--- src/rtl/window_serializer_pkg.sv ---
// Shared types and sizing helpers for the window serializer.
// WINDOW_SERIALIZER_SUM_EN (see window_serializer.sv) widens the bus with a running sum.
package window_serializer_pkg;

    localparam int unsigned DEF_WIDTH = 8;
    localparam int unsigned DEF_SIZE  = 25;

    typedef enum logic {
        IDLE = 1'b0,
        SEND = 1'b1
    } state_t;

    // Index width; never narrower than one bit.
    function automatic int unsigned idx_width(input int unsigned size);
        return (size < 2) ? 1 : $clog2(size);
    endfunction

    // Width that holds the sum of SIZE unsigned WIDTH-bit elements.
    function automatic int unsigned sum_width(input int unsigned width, input int unsigned size);
        return width + $clog2(size + 1);
    endfunction

endpackage

--- src/rtl/window_serializer_if.sv ---
// Parallel-load / serial-stream bus of the window serializer.
// WINDOW_SERIALIZER_SUM_EN adds o_sum and o_sum_valid.
interface window_serializer_if
    import window_serializer_pkg::*;
#(
    parameter int unsigned WIDTH = DEF_WIDTH,
    parameter int unsigned SIZE  = DEF_SIZE
);
    localparam int unsigned IDX_W = idx_width(SIZE);

    logic             i_load;
    logic [WIDTH-1:0] i_din [SIZE-1:0];
    logic             o_load_ready;
    logic             o_valid;
    logic             i_ready;
    logic [WIDTH-1:0] o_dout;
    logic [IDX_W-1:0] o_idx;
    logic             o_last;
`ifdef WINDOW_SERIALIZER_SUM_EN
    localparam int unsigned SUM_W = sum_width(WIDTH, SIZE);
    logic [SUM_W-1:0] o_sum;
    logic             o_sum_valid;
`endif

`ifdef WINDOW_SERIALIZER_SUM_EN
    modport master (
        output i_load, i_din, i_ready,
        input  o_load_ready, o_valid, o_dout, o_idx, o_last, o_sum, o_sum_valid
    );
    modport slave (
        input  i_load, i_din, i_ready,
        output o_load_ready, o_valid, o_dout, o_idx, o_last, o_sum, o_sum_valid
    );
`else
    modport master (
        output i_load, i_din, i_ready,
        input  o_load_ready, o_valid, o_dout, o_idx, o_last
    );
    modport slave (
        input  i_load, i_din, i_ready,
        output o_load_ready, o_valid, o_dout, o_idx, o_last
    );
`endif

endinterface

--- src/rtl/window_serializer.sv ---
// Captures a SIZE-element window in one cycle and streams it out one element per handshake.
// Optional feature macro: WINDOW_SERIALIZER_SUM_EN (running sum of accepted beats).
module window_serializer
    import window_serializer_pkg::*;
#(
    parameter int unsigned WIDTH = DEF_WIDTH,
    parameter int unsigned SIZE  = DEF_SIZE
) (
    input  logic               i_clk,
    input  logic               i_rst,
    window_serializer_if.slave bus
);
    localparam int unsigned      IDX_W    = idx_width(SIZE);
    localparam logic [IDX_W-1:0] LAST_IDX = IDX_W'(SIZE - 1);

    state_t           r_state;
    state_t           w_state_nxt;
    logic [WIDTH-1:0] r_shadow [SIZE-1:0];
    logic [IDX_W-1:0] r_idx;
    logic [IDX_W-1:0] w_idx_nxt;
    logic [IDX_W-1:0] w_idx_inc;
    logic [WIDTH-1:0] r_dout;
    logic [WIDTH-1:0] w_dout_nxt;
    logic             r_last;
    logic             w_last_nxt;
    logic             w_capture;

    assign w_idx_inc = r_idx + IDX_W'(1);

    // State and registered beat outputs.
    always_ff @(posedge i_clk or posedge i_rst) begin
        if (i_rst) begin
            r_state <= IDLE;
            r_idx   <= '0;
            r_dout  <= '0;
            r_last  <= 1'b0;
        end else begin
            r_state <= w_state_nxt;
            r_idx   <= w_idx_nxt;
            r_dout  <= w_dout_nxt;
            r_last  <= w_last_nxt;
        end
    end

    // Next state; the beat registers are preloaded so o_dout always equals shadow[o_idx].
    always_comb begin
        w_state_nxt = r_state;
        w_idx_nxt   = r_idx;
        w_dout_nxt  = r_dout;
        w_last_nxt  = r_last;
        w_capture   = 1'b0;
        case (r_state)
            IDLE: begin
                if (bus.i_load) begin
                    w_capture   = 1'b1;
                    w_state_nxt = SEND;
                    w_idx_nxt   = '0;
                    w_dout_nxt  = bus.i_din[0];
                    w_last_nxt  = 1'b0;
                end
            end
            SEND: begin
                if (bus.i_ready) begin
                    if (r_idx == LAST_IDX) begin
                        w_state_nxt = IDLE;
                        w_idx_nxt   = '0;
                        w_dout_nxt  = '0;
                        w_last_nxt  = 1'b0;
                    end else begin
                        w_idx_nxt   = w_idx_inc;
                        w_dout_nxt  = r_shadow[w_idx_inc];
                        w_last_nxt  = (w_idx_inc == LAST_IDX);
                    end
                end
            end
        endcase
    end

    // Shadow copy of the window; frozen while streaming.
    always_ff @(posedge i_clk or posedge i_rst) begin
        if (i_rst) begin
            for (int i = 0; i < int'(SIZE); i++) begin
                r_shadow[i] <= '0;
            end
        end else if (w_capture) begin
            r_shadow <= bus.i_din;
        end
    end

    assign bus.o_load_ready = (r_state == IDLE);
    assign bus.o_valid      = (r_state == SEND);
    assign bus.o_dout       = r_dout;
    assign bus.o_idx        = r_idx;
    assign bus.o_last       = r_last;

`ifdef WINDOW_SERIALIZER_SUM_EN
    localparam int unsigned SUM_W = sum_width(WIDTH, SIZE);

    logic [SUM_W-1:0] r_sum;
    logic             r_sum_valid;
    logic             w_hs;

    assign w_hs = (r_state == SEND) && bus.i_ready;

    // Running sum of accepted beats; pulse marks the completed window total.
    always_ff @(posedge i_clk or posedge i_rst) begin
        if (i_rst) begin
            r_sum       <= '0;
            r_sum_valid <= 1'b0;
        end else begin
            r_sum_valid <= w_hs && (r_idx == LAST_IDX);
            if (w_capture) begin
                r_sum <= '0;
            end else if (w_hs) begin
                r_sum <= r_sum + SUM_W'(r_dout);
            end
        end
    end

    assign bus.o_sum       = r_sum;
    assign bus.o_sum_valid = r_sum_valid;
`endif

endmodule

--- src/flat_wrapper.sv ---
// flat-port wrapper written by rule: the top's interface ports become plain ports
module window_serializer_flat import window_serializer_pkg::*;
#(
    parameter int unsigned WIDTH = DEF_WIDTH,
    parameter int unsigned SIZE  = DEF_SIZE
)
  (i_clk, i_rst, bus_i_load, bus_i_din, bus_i_ready, bus_o_load_ready, bus_o_valid, bus_o_dout, bus_o_idx, bus_o_last);
  window_serializer_if #(.WIDTH(WIDTH), .SIZE(SIZE)) bus_i ();
  input  logic i_clk;
  input  logic i_rst;
  input wire logic [$bits(bus_i.i_load)-1:0] bus_i_load;
  input wire logic [$bits(bus_i.i_din)-1:0] bus_i_din;
  input wire logic [$bits(bus_i.i_ready)-1:0] bus_i_ready;
  output wire logic [$bits(bus_i.o_load_ready)-1:0] bus_o_load_ready;
  output wire logic [$bits(bus_i.o_valid)-1:0] bus_o_valid;
  output wire logic [$bits(bus_i.o_dout)-1:0] bus_o_dout;
  output wire logic [$bits(bus_i.o_idx)-1:0] bus_o_idx;
  output wire logic [$bits(bus_i.o_last)-1:0] bus_o_last;
  assign bus_i.i_load = bus_i_load;
  assign bus_i.i_din = {>>{bus_i_din}};
  assign bus_i.i_ready = bus_i_ready;
  assign bus_o_load_ready = bus_i.o_load_ready;
  assign bus_o_valid = bus_i.o_valid;
  assign bus_o_dout = bus_i.o_dout;
  assign bus_o_idx = bus_i.o_idx;
  assign bus_o_last = bus_i.o_last;
  window_serializer #(.WIDTH(WIDTH), .SIZE(SIZE)) u_core (.i_clk(i_clk), .i_rst(i_rst), .bus(bus_i));
endmodule
--- config.mk ---
export PLATFORM = sky130hd
export DESIGN_NAME = window_serializer_flat
export DESIGN_NICKNAME = d
export VERILOG_FILES = /design/src/rtl/window_serializer_pkg.sv /design/src/rtl/window_serializer_if.sv /design/src/rtl/window_serializer.sv /design/src/flat_wrapper.sv
export SDC_FILE = /design/constraint.sdc
export NUM_CORES = 1
export LEC_CHECK = 0
export ABC_AREA = 1
export CORE_MARGIN = 3
export CORE_UTILIZATION = 23
export DETAILED_ROUTE_END_ITERATION = 16
export SLEW_MARGIN = 10
export SYNTH_ARGS = -nofsm -noshare
export SYNTH_HDL_FRONTEND = slang
export SYNTH_SLANG_ARGS = --single-unit
--- constraint.sdc ---
create_clock -name i_clk -period 7.5 [get_ports i_clk]
set_clock_uncertainty 0.15 [all_clocks]
set_input_delay 0.75 -clock i_clk [delete_from_list [all_inputs] [get_ports i_clk]]
set_output_delay 0.75 -clock i_clk [all_outputs]
set_load 0.01 [all_outputs]
# Word-level counts from Yosys, hierarchy flattened
# Index checks and enable logic that the tools add are counted.
# W data, S select, Z words.
# totals
register_bits	215
latch_bits	0
ram_bits	0
romBits	0
input_bits	204
output_inout_bits	16
elab_cells	56
memories	0
# op_classes
n_addsub	1
mul	0
div_mod_pow	0
magnitude_cmp	1
eq_ne	4
shift	0
muxes	19
bitwise	1
reduce_logical	1
# op_table
operator	n
$bmux W8 S5	1
$mux W8	4
$pmux W8 S2	1
$mux W5	3
$eq A5 B5 Y1 const B	2
$pmux W5 S2	1
$mux W1	7
$lt A5 B6 Y1 const B	1
$add A5 B1 Y5 const B	1
$ne A2 B2 Y1 const B	2
$pmux W1 S2	2
$reduce_and A2 Y1	1
$not A1 Y1	1

# Depth between registers and ports, before layout
# Gate-level depths: netlist of the first run.
# depth
depth_word	6
ltp_mapped	14
ltp_nobuf	11

# Least setup slack after synthesis of the first run
# Ideal clock, no wire load.
# synth_path
path_kind	register to register
start	reg u_core.r_idx[0], in the netlist u_core.bus.o_idx[0]
end	reg u_core.r_dout[4], in the netlist u_core.bus.o_dout[4]
setup_ns	0.124
arrival_ns	2.106
t_required_ns	7.226
path_slack_ns	5.120
stages_incl_launch_ff	15
path_buffers	5
synth_period_minus_slack_ns	2.380
path_cell_list	dfrtp_1 -> buf_4 -> inv_1 -> buf_6 -> buf_2 -> ha_1 -> buf_2 -> clkbuf_1 -> nor2_1 -> o21ai_0 -> nand3_1 -> nand3_1 -> nand3_1 -> nand2_1 -> a21oi_1
# synth_between
elab_chain_cells	6
elab_cells_between_ends	7
classes_between	add/sub (1); eq/ne (1); mux (5)
# synth_lines
item	line	rtl
start, declared	window_serializer.sv:19	logic [IDX_W-1:0] r_idx;
start signal, assigned	window_serializer.sv:39	r_idx <= w_idx_nxt;
$add A5 B1 Y5	window_serializer.sv:28	assign w_idx_inc = r_idx + IDX_W'(1);
$bmux W8 S5	window_serializer.sv:71	w_dout_nxt = r_shadow[w_idx_inc];
$mux W8 (implied by the code)	window_serializer.sv:71	
$mux W8 (*)	window_serializer.sv:64	if (r_idx == LAST_IDX) begin
$mux W8 (*)	window_serializer.sv:63	if (bus.i_ready) begin
$pmux W8 S2 (*)	window_serializer.sv:52	case (r_state)
end signal, assigned	window_serializer.sv:40	r_dout <= w_dout_nxt;
end, declared	window_serializer.sv:22	logic [WIDTH-1:0] r_dout;
# Mark *: on every way between the ends. The rest lies on a longest branch, timed or not. The select of a mux whose other input is x is not followed.
# A chain may end at the register's enable or synchronous reset.

# Worst setup path after layout of the first run
# layout_path
start	reg u_core.r_idx[0], in the netlist u_core.bus.o_idx[0]
end	reg u_core.r_dout[6], in the netlist u_core.bus.o_dout[6]
# The elaborated chain is that of the path after synthesis.

==> run_results.csv, run 1 <==
group,metric,value,unit
status,status,"finished clean",
sta,slew_violations,0,
place,dpl.hpwl,25300,um
setup_path,crit_fanout,79,
global_routing,grt_busiest_layer,"met2",
place,placedCellCount,1966,
place,numPortBuffers,219,
synthesis,yosys.area.top_type,"dfrtp_1",
setup_path,reg2reg_depth,12,
min_path,min_path_cells,1,
floorplanning,core_area,0.0445,mm2
floorplanning,rows,77,
synthesis,syn_area,0.0104,mm2
layout,area_growth,33.8,%
sta,setup_ws,4240,ps
layout,drive_above_1_share,10.4,%
floorplanning,die_x,219,um
global_routing,grt_pass1_wl,53000,um
global_routing,gr-total-overflow,0,
routing,drc_errors,0,
sta,rsz0062_at_grt,"false",
layout,instances_no_fill,2015,
sta,tns,0,ps
power,p_leak,0.00660,uW
setup_path,end_kind,"flip-flop",
global_routing,use_met3,3.05,%
synthesis,ys_warn_count,0,
synthesis,syn_area_per_cell,8.50,um2
clocking,numCtsBuffers,26,
clocking,post_cts_buffers,0,
routing,dr.pass1.iters,5,
clocking,cts_tree,"built",
clocking,cts_sinks,215,
setup_path,worstSetupStartpointType,"flip-flop",
setup_path,critPathArrivalTime,3570,ps
synthesis,ys_seq_area_share,51.7,%
clocking,cts_root_buffer,"clkbuf_16",
clocking,clk_latency,540,ps
floorplanning,start_util,23.4,%
power,ir_drop,0.188,mV
synthesis,synth_area_leaders,"dfrtp_1 (52%), mux2_2 (9.0%), nor2_1 (9.0%), a21oi_1 (6.3%), nand2_1 (5.8%)",
global_routing,grt_max_degree,193,
place,gp_congestion,0.874,
routing,via_per_inst,4.40,
synthesis,ys_ff_latch,215,
routing,postRouteAntennaNets,0,
sta,min_period_over_period,43.5,%
setup_path,required,7810,ps
clocking,path_clk_slew,60,ps
setup_path,reg2reg_to,"u_core.bus.o_dout[6]",
global_routing,grtUsageMet2,23.1,%
global_routing,antenna_found_initial,6,
clocking,clk_path_buf_depth,3,
sta,tightest_slew,1100,ps
sta,timing.slew.headroom,26.6,%
setup_path,crit_type,"flip-flop to flip-flop",
global_routing,grt_pass1_vias,9041,
clocking,cts_resized,0,
sta,fin_crit,3260,ps
floorplanning,die_h,219,um
clocking,cts_max_level,1,
routing,vias,8873,
sta,clock.fmax,307,MHz
layout,nNetsFinal,1609,
floorplanning,ios,220,
routing,wl_per_cell,17.3,um
min_path,holdPathEnd,"u_core.r_shadow[101]",
synthesis,yosys.cell_types.count,24,
setup_path,rr_startpoint,"u_core.bus.o_idx[0]",
clocking,cts_hold_buf,0,
global_routing,track_usage,14.4,%
sta,hold_viol,0,
routing,wl,34900,um
setup_path,rrSetupSlack,4240,ps
routing,drt_iter0_markers,739,
layout,stdcell_area,0.0139,mm2
synthesis,syn_nets,1432,
place,dpl_cell_area,0.0130,mm2
place,dpl_worst_slack,4060,ps
floorplanning,dieArea,0.0479,mm2
min_path,hold_class,"flip-flop to flip-flop",
power,p_per_area,331,mW/mm2
synthesis,synth_top_area_share,51.7,%
sta,setup_violations,0,
run,maxCapViolations,0,
min_path,min_from,"u_core.r_shadow[101]",
global_routing,grt.met1_usage,19.9,%
synthesis,synth_cells,1225,
how the worst max path moves through the flow:
stage / startpoint / endpoint / slack (ps) / depth (start not counted)
2_1_floorplan: i_rst / u_core.bus.o_dout[0] / 720 / 1
3_5_place_dp: bus_i_load / u_core.r_shadow[44] / 4060 / 4
3_3_place_gp: bus_i_load / u_core.r_shadow[41] / 4130 / 4
6_report: u_core.bus.o_idx[0] / u_core.bus.o_dout[6] / 4240 / 12
5_1_grt: u_core.bus.o_idx[0] / u_core.bus.o_dout[2] / 3870 / 12
4_1_cts: u_core.bus.o_idx[0] / u_core.bus.o_dout[3] / 4200 / 10
cell usage after synthesis:
cell,n
o22ai_1,3
dfrtp_1,215
xor2_2,2
ha_1,3
o211ai_1,11
o21ai_0,32
buf_2,46
clkbuf_1,18
nand3_2,1
nand4_1,2
buf_6,5
inv_1,123
xnor2_4,1
buf_4,5
nand3_1,121
nor2_1,249
mux2_2,83
or2_2,1
nand2_1,162
buf_1,5
nand2_2,1
clkinv_1,2
a21oi_2,2
a21oi_1,132
placed cells by master (no fill, tap or decap), types with 2 or more instances in the layout:
master | Yosys | final
nand3_1 | 121 | 121
ha_1 | 3 | 2
clkbuf_16 | 0 | 27
nand2_1 | 162 | 161
a21oi_2 | 2 | 2
clkinv_4 | 0 | 2
o211ai_1 | 11 | 11
mux2_2 | 83 | 83
buf_4 | 5 | 8
o22ai_1 | 3 | 3
clkinv_2 | 0 | 3
nand4_1 | 2 | 2
dfrtp_1 | 215 | 214
diode_2 | 0 | 2
nor2_1 | 249 | 249
o21ai_0 | 32 | 32
clkinv_1 | 2 | 2
bufinv_16 | 0 | 2
clkdlybuf4s50_1 | 0 | 219
xor2_2 | 2 | 2
clkbuf_8 | 0 | 6
a21oi_1 | 132 | 132
inv_1 | 123 | 121
clkbuf_1 | 18 | 4
clkinvlp_4 | 0 | 2
report_power, final:
group / internal (uW) / leakage (uW) / total, uW / switching [uW]
Sequential: 1390 / 0.00239 / 1550 / 155
Clock: 786 / 0.000434 / 1300 / 514
Combinational: 661 / 0.00378 / 1770 / 1110
stage by stage:
step	hold WS [ps]	util (%)	total power, uW
6_report	356	31.3	4620
3_5_place_dp	341	29.3	3370
4_1_cts	353	31.3	4680
2_1_floorplan	324	-	2690
3_3_place_gp	333	29.3	3340
5_1_grt	370	31.3	4930
cell type report:
cell class                      count  area [um2]
Inverter                          125         477
Antenna cell                        2        5.00
Multi-Input combinational cell    806        4170
Sequential cell                   215        5380
Clock buffer                       37         773
Clock inverter                     10         116
Timing Repair Buffer              228        2270
Tap cell                          592         741
Fill cell                        4701       30600
flip-flops by register name, summed over array words and instances, names as in the netlist:
signal              count
u_core.bus.o_idx        5
u_core.bus.o_last       1
u_core.r_shadow       200
u_core.bus.o_dout       8
u_core.bus.o_valid      1
worst max-delay path, stage by stage (launching register included):
cell and delay (ps):
dfrtp_4 920, inv_2 80, ha_2 310, clkinv_1 270
buf_4 420, nand2_1 230, nor2_1 160, nand2_1 60
nor2_1 130, nor2_1 60, a21oi_1 180, nand2_1 70
a21oi_1 130
kinds of logic (layout without fill, tap and decap cells):
family,count (synthesis),in the layout,share of synthesized area (%)
fa+ha+maj,3,3,0.360
other cells,0,2,0
compound gates,180,180,9.02
buf+inv,204,400,8.45
simple gates,537,537,21.0
mux,83,83,8.97
xor+xnor,3,3,0.577
flops,215,215,51.7
routing by layer:
layer	wire [um]	share of wire [%]	vias to the layer above
met5	23	0.066	-
met1	15600	45	4253
li1	-	-	4282
met3	2410	6.9	48
met4	757	2.2	4
met2	16100	46	286
No activity file was read; power rests on OpenSTA's default activity.
==> inputs of run 2 (changes only) <==
- clock period: 7.5 -> 2.75 ns (I/O delays scaled with it)
==> run_results.csv, run 2 (synthesized netlist as in run 1, its figures left out) <==
group,metric,value,unit
floorplanning,core_area,0.0445,mm2
global_routing,grt_busiest_layer,"met2",
global_routing,track_usage,14.7,%
status,status,"finished clean",
sta,hold_viol,0,
sta,rsz0062_at_grt,"false",
global_routing,antenna_found_initial,8,
min_path,hold_class,"primary input to flip-flop",
layout,final_cell_mix,"nor2_1 (249), clkdlybuf4s50_1 (219), dfrtp_1 (214)",
sta,timing.slew.headroom,59.9,%
power,p_per_area,896,mW/mm2
routing,wl,36100,um
setup_path,end_kind,"flip-flop",
global_routing,grt_pass1_wl,53900,um
layout,final_util,31.7,%
sta,min_period_over_period,87.9,%
floorplanning,die_x,219,um
global_routing,grtUsageMet2,23.5,%
clocking,cts_tree,"built",
floorplanning,dieArea,0.0479,mm2
routing,postRouteAntennaNets,0,
routing,vias,8991,
setup_path,required,3070,ps
clocking,path_clk_slew,60,ps
global_routing,use_met3,3.95,%
run,maxCapViolations,0,
clocking,post_cts_buffers,0,
floorplanning,rows,77,
routing,wl_per_cell,17.8,um
setup_path,worstSetupStartpointType,"flip-flop",
global_routing,gr-total-overflow,0,
routing,dr.pass1.iters,5,
power,p_leak,0.00670,uW
layout,top_register,"u_core.r_shadow",
power,ir_drop,0.564,mV
sta,clock.fmax,414,MHz
place,numPortBuffers,219,
setup_path,crit_fanout,29,
global_routing,grt_pass1_vias,9009,
place,gp_congestion,0.834,
layout,mostFrequentLayoutCell,"nor2_1",
layout,diodes,0,
floorplanning,die_h,219,um
sta,setup_violations,0,
global_routing,grt.met1_usage,20.1,%
clocking,cts_root_buffer,"clkbuf_16",
setup_path,critPathArrivalTime,2740,ps
layout,fillers,4660,
clocking,clk_path_buf_depth,3,
global_routing,grt_max_degree,87,
layout,area_growth,35.6,%
floorplanning,ios,220,
sta,tightest_slew,602,ps
routing,via_per_inst,4.43,
sta,fin_crit,2420,ps
layout,nNetsFinal,1625,
setup_path,crit_type,"flip-flop to flip-flop",
clocking,cts_max_level,1,
clocking,numCtsBuffers,26,
place,dpl.hpwl,27400,um
clocking,cts_resized,0,
clocking,clk_latency,530,ps
sta,slew_violations,0,
layout,drive_above_1_share,11.3,%
routing,drt_iter0_markers,664,
clocking,cts_sinks,215,
floorplanning,start_util,23.4,%
sta,tns,0,ps
layout,largest_reg_flops,200,
routing,drc_errors,0,
==> run 2: path summary, 6_finish.rpt <==
| kind | start | endpoint | slack [ps] | cells after the start |
|---|---|---|---|---|
| hold reg to reg | u_core.r_shadow[67] | u_core.r_shadow[67] | 360 | 1 |
| hold / removal | bus_i_din[19] | u_core.r_shadow[19] | 170 | 3 |
| min in group asynchronous | i_rst | u_core.r_shadow[112] | 490 | 3 |
| setup / recovery | u_core.bus.o_idx[0] | u_core.bus.o_dout[1] | 330 | 12 |
| max in group asynchronous | i_rst | u_core.bus.o_idx[4] | 1190 | 4 |
| setup reg to reg | u_core.bus.o_idx[0] | u_core.bus.o_dout[1] | 330 | 12 |
==> run 2: area by class of cell <==
type                    instances  area (um2)  share of cell area (%)
clock buffers                  35         746                    5.28
clock inverters                12         121                   0.859
inverters                     125         473                    3.35
multi-input cells             806        4170                    29.5
flip-flops and latches        215        5380                    38.1
well taps                     592         741                    5.24
repair buffers                244        2490                    17.7
==> run 2: power breakdown <==
part,switching [uW],total [uW],internal (uW)
Sequential,364,4160,3800
Clock,1380,3470,2090
Combinational,3040,5030,1990
==> run 2: critical path: stages, from the launching register on <==
cell	delay [ps]
dfrtp_4	520
inv_2	70
ha_2	280
clkinv_1	100
buf_12	190
nand2_1	160
nor2_1	140
nand2_1	70
nor2_1	90
nor2_1	40
a21oi_1	290
nand2_1	120
a21oi_2	120
==> run 2: layer usage <==
metal,vias to the layer above,share of wire (%),routed length [um]
met5,-,0.29,105
li1,4312,-,-
met1,4316,45,16300
met4,16,2.1,757
met2,287,45,16400
met3,60,7.2,2610
==> run 2: metrics by stage <==
stage          area, um2  setup slack (ps)  instances  hold slack [ps]  power, uW
2_1_floorplan      10400              -473       1225              236       7350
3_3_place_gp       13200               393       1981              336       9210
3_5_place_dp       13200               373       1981              343       9290
4_1_cts            14100               320       2029              148      12800
5_1_grt            14100               131       2029              164      13500
6_report           14100               333       2029              169      12700
==> run 2: what timing repair did <==
action | CTS | global route
hold endpoints to repair | 8 | 0
hold buffers | 1 | 0
endpoints found under the setup margin | 0 | 0
==> inputs of run 3 (changes only) <==
- CORE_MARGIN: 3 -> unset
==> run_results.csv, run 3 (synthesized netlist as in run 1, its figures left out) <==
group,metric,value,unit
routing,drc_errors,0,
sta,setup_violations,0,
setup_path,critPathArrivalTime,2890,ps
place,numPortBuffers,219,
routing,wl,36000,um
layout,seq_area,0.00538,mm2
global_routing,track_usage,15.5,%
layout,drive_above_1_share,11.0,%
power,p_sw,4870,uW
sta,timing.slew.headroom,55.0,%
clocking,numCtsBuffers,28,
place,placedCellCount,1980,
routing,postRouteAntennaNets,0,
sta,tns,0,ps
setup_path,crit_type,"flip-flop to flip-flop",
setup_path,worstPathCellList,"inv_1 > ha_2 > clkinv_1 > buf_4 > nor2_1 > o21ai_0 > nand3_1 > nand3_1 > nand3_1 > nand2_1 > a21oi_1",
sta,rsz0062_at_grt,"false",
setup_path,rrSetupSlack,190,ps
power,ir_drop,0.546,mV
layout,fillers,4636,
sta,setup_ws,194,ps
floorplanning,die_x,215,um
floorplanning,start_util,23.4,%
floorplanning,die_h,215,um
clocking,clk_latency,560,ps
run,maxCapViolations,0,
setup_path,end_kind,"flip-flop",
routing,vias,9083,
place,gp_congestion,0.838,
routing,via_per_inst,4.47,
routing,dr.pass1.iters,5,
power,p_leak,0.00669,uW
power,clkPwrFrac,27.2,%
global_routing,grt_max_degree,90,
setup_path,required,3080,ps
power,p_per_area,898,mW/mm2
min_path,hold_class,"primary input to flip-flop",
setup_path,path_common_cell,"nand3_1",
setup_path,cp_slowest_cell,"dfrtp_1",
layout,multi_input_area,0.00417,mm2
setup_path,crit_fanout,19,
sta,min_period_over_period,92.9,%
layout,top_register,"u_core.r_shadow",
setup_path,worstSetupStartpointType,"flip-flop",
setup_path,critPathMaxStageDelay,440,ps
clocking,cts_sinks,215,
clocking,cts_resized,0,
sta,slew_violations,0,
floorplanning,rows,77,
sta,worst_hold_slack,151,ps
clocking,cts_tree,"built",
layout,nNetsFinal,1626,
sta,clock.fmax,391,MHz
global_routing,grt_pass1_vias,9255,
floorplanning,core_area,0.0444,mm2
power,switching_share,38.3,%
routing,wl_per_cell,17.7,um
layout,area_growth,35.7,%
power,power.share.combinational,40.2,%
power,intPower,7830,uW
global_routing,gr-total-overflow,0,
layout,mostFrequentLayoutCell,"nor2_1",
layout,final_util,31.8,%
clocking,clk_path_buf_depth,3,
clocking,cts_root_buffer,"clkbuf_16",
clocking,path_clk_slew,60,ps
sta,fin_crit,2560,ps
layout,final_cell_mix,"nor2_1 (249), clkdlybuf4s50_1 (219), dfrtp_1 (214)",
power,p_seq_share,32.6,%
floorplanning,ios,220,
clocking,cts_max_level,1,
layout,largest_reg_flops,200,
status,status,"finished clean",
place,dpl_worst_slack,230,ps
layout,instances_no_fill,2031,
global_routing,grt_pass1_wl,54700,um
sta,hold_viol,0,
global_routing,antenna_found_initial,8,
place,dpl.hpwl,26800,um
floorplanning,dieArea,0.0461,mm2
sta,tightest_slew,675,ps
clocking,post_cts_buffers,0,
routing,drt_iter0_markers,632,
[run 3: stage by stage]
stage	cell area, um2	power (uW)
CTS	14100	12900
global route	14100	13500
global placement	13300	9240
floorplan	10400	7350
finish	14100	12700
detailed placement	13300	9330
[run 3: worst max-delay path: cells and delay by family (launching register included)]
family                     cells  cell delay, ps
buffers and inverters          3             780
AOI/OAI and AO/OA              2             210
and+or+nand+nor                5             520
DFF                            1             440
adders and majority gates      1             370
[run 3: repair_timing]
action                     CTS  global route
hold endpoints to repair    10             0
hold buffers                 1             0
setup endpoints to repair    0             0
[run 3: per-layer routing]
| layer | vias up | routed length (um) | global-route usage, % |
|---|---|---|---|
| li1 | 4312 | - | - |
| met2 | 271 | 16500 | 24.7 |
| met4 | 6 | 1100 | 4.88 |
| met1 | 4436 | 15800 | 20.0 |
| met3 | 58 | 2640 | 4.35 |
| met5 | - | 24 | 0 |
[run 3: final cells by class]
| type | count | area share [%] |
|---|---|---|
| antenna | 4 | 0.0708 |
| sequential | 215 | 38.1 |
| multi-input combinational | 806 | 29.5 |
| clock inverter | 8 | 0.549 |
| timing repair buffer | 243 | 17.7 |
| tap | 592 | 5.24 |
| inverter | 125 | 3.35 |
| clock buffer | 38 | 5.52 |
[run 3: power by group through the flow]
stage | clock [uW] | combinational (uW) | sequential, uW
after floorplan | 0 | 3260 | 4090
after global placement | 0 | 5090 | 4160
after detailed placement | 0 | 5150 | 4180
after CTS | 3550 | 5180 | 4130
after global routing | 3680 | 5640 | 4190
final | 3450 | 5110 | 4130
[run 3: worst paths after layout]
check,startpoint,end,cells past startpoint
worst max-delay path,u_core.bus.o_idx[1],u_core.bus.o_dout[4],11
worst min-delay path,bus_i_din[198],u_core.r_shadow[198],3
worst max register to register,u_core.bus.o_idx[1],u_core.bus.o_dout[4],11
worst min register to register,u_core.r_shadow[70],u_core.r_shadow[70],1
max in group asynchronous,i_rst,u_core.r_shadow[172],4
min in group asynchronous,i_rst,u_core.r_shadow[125],3
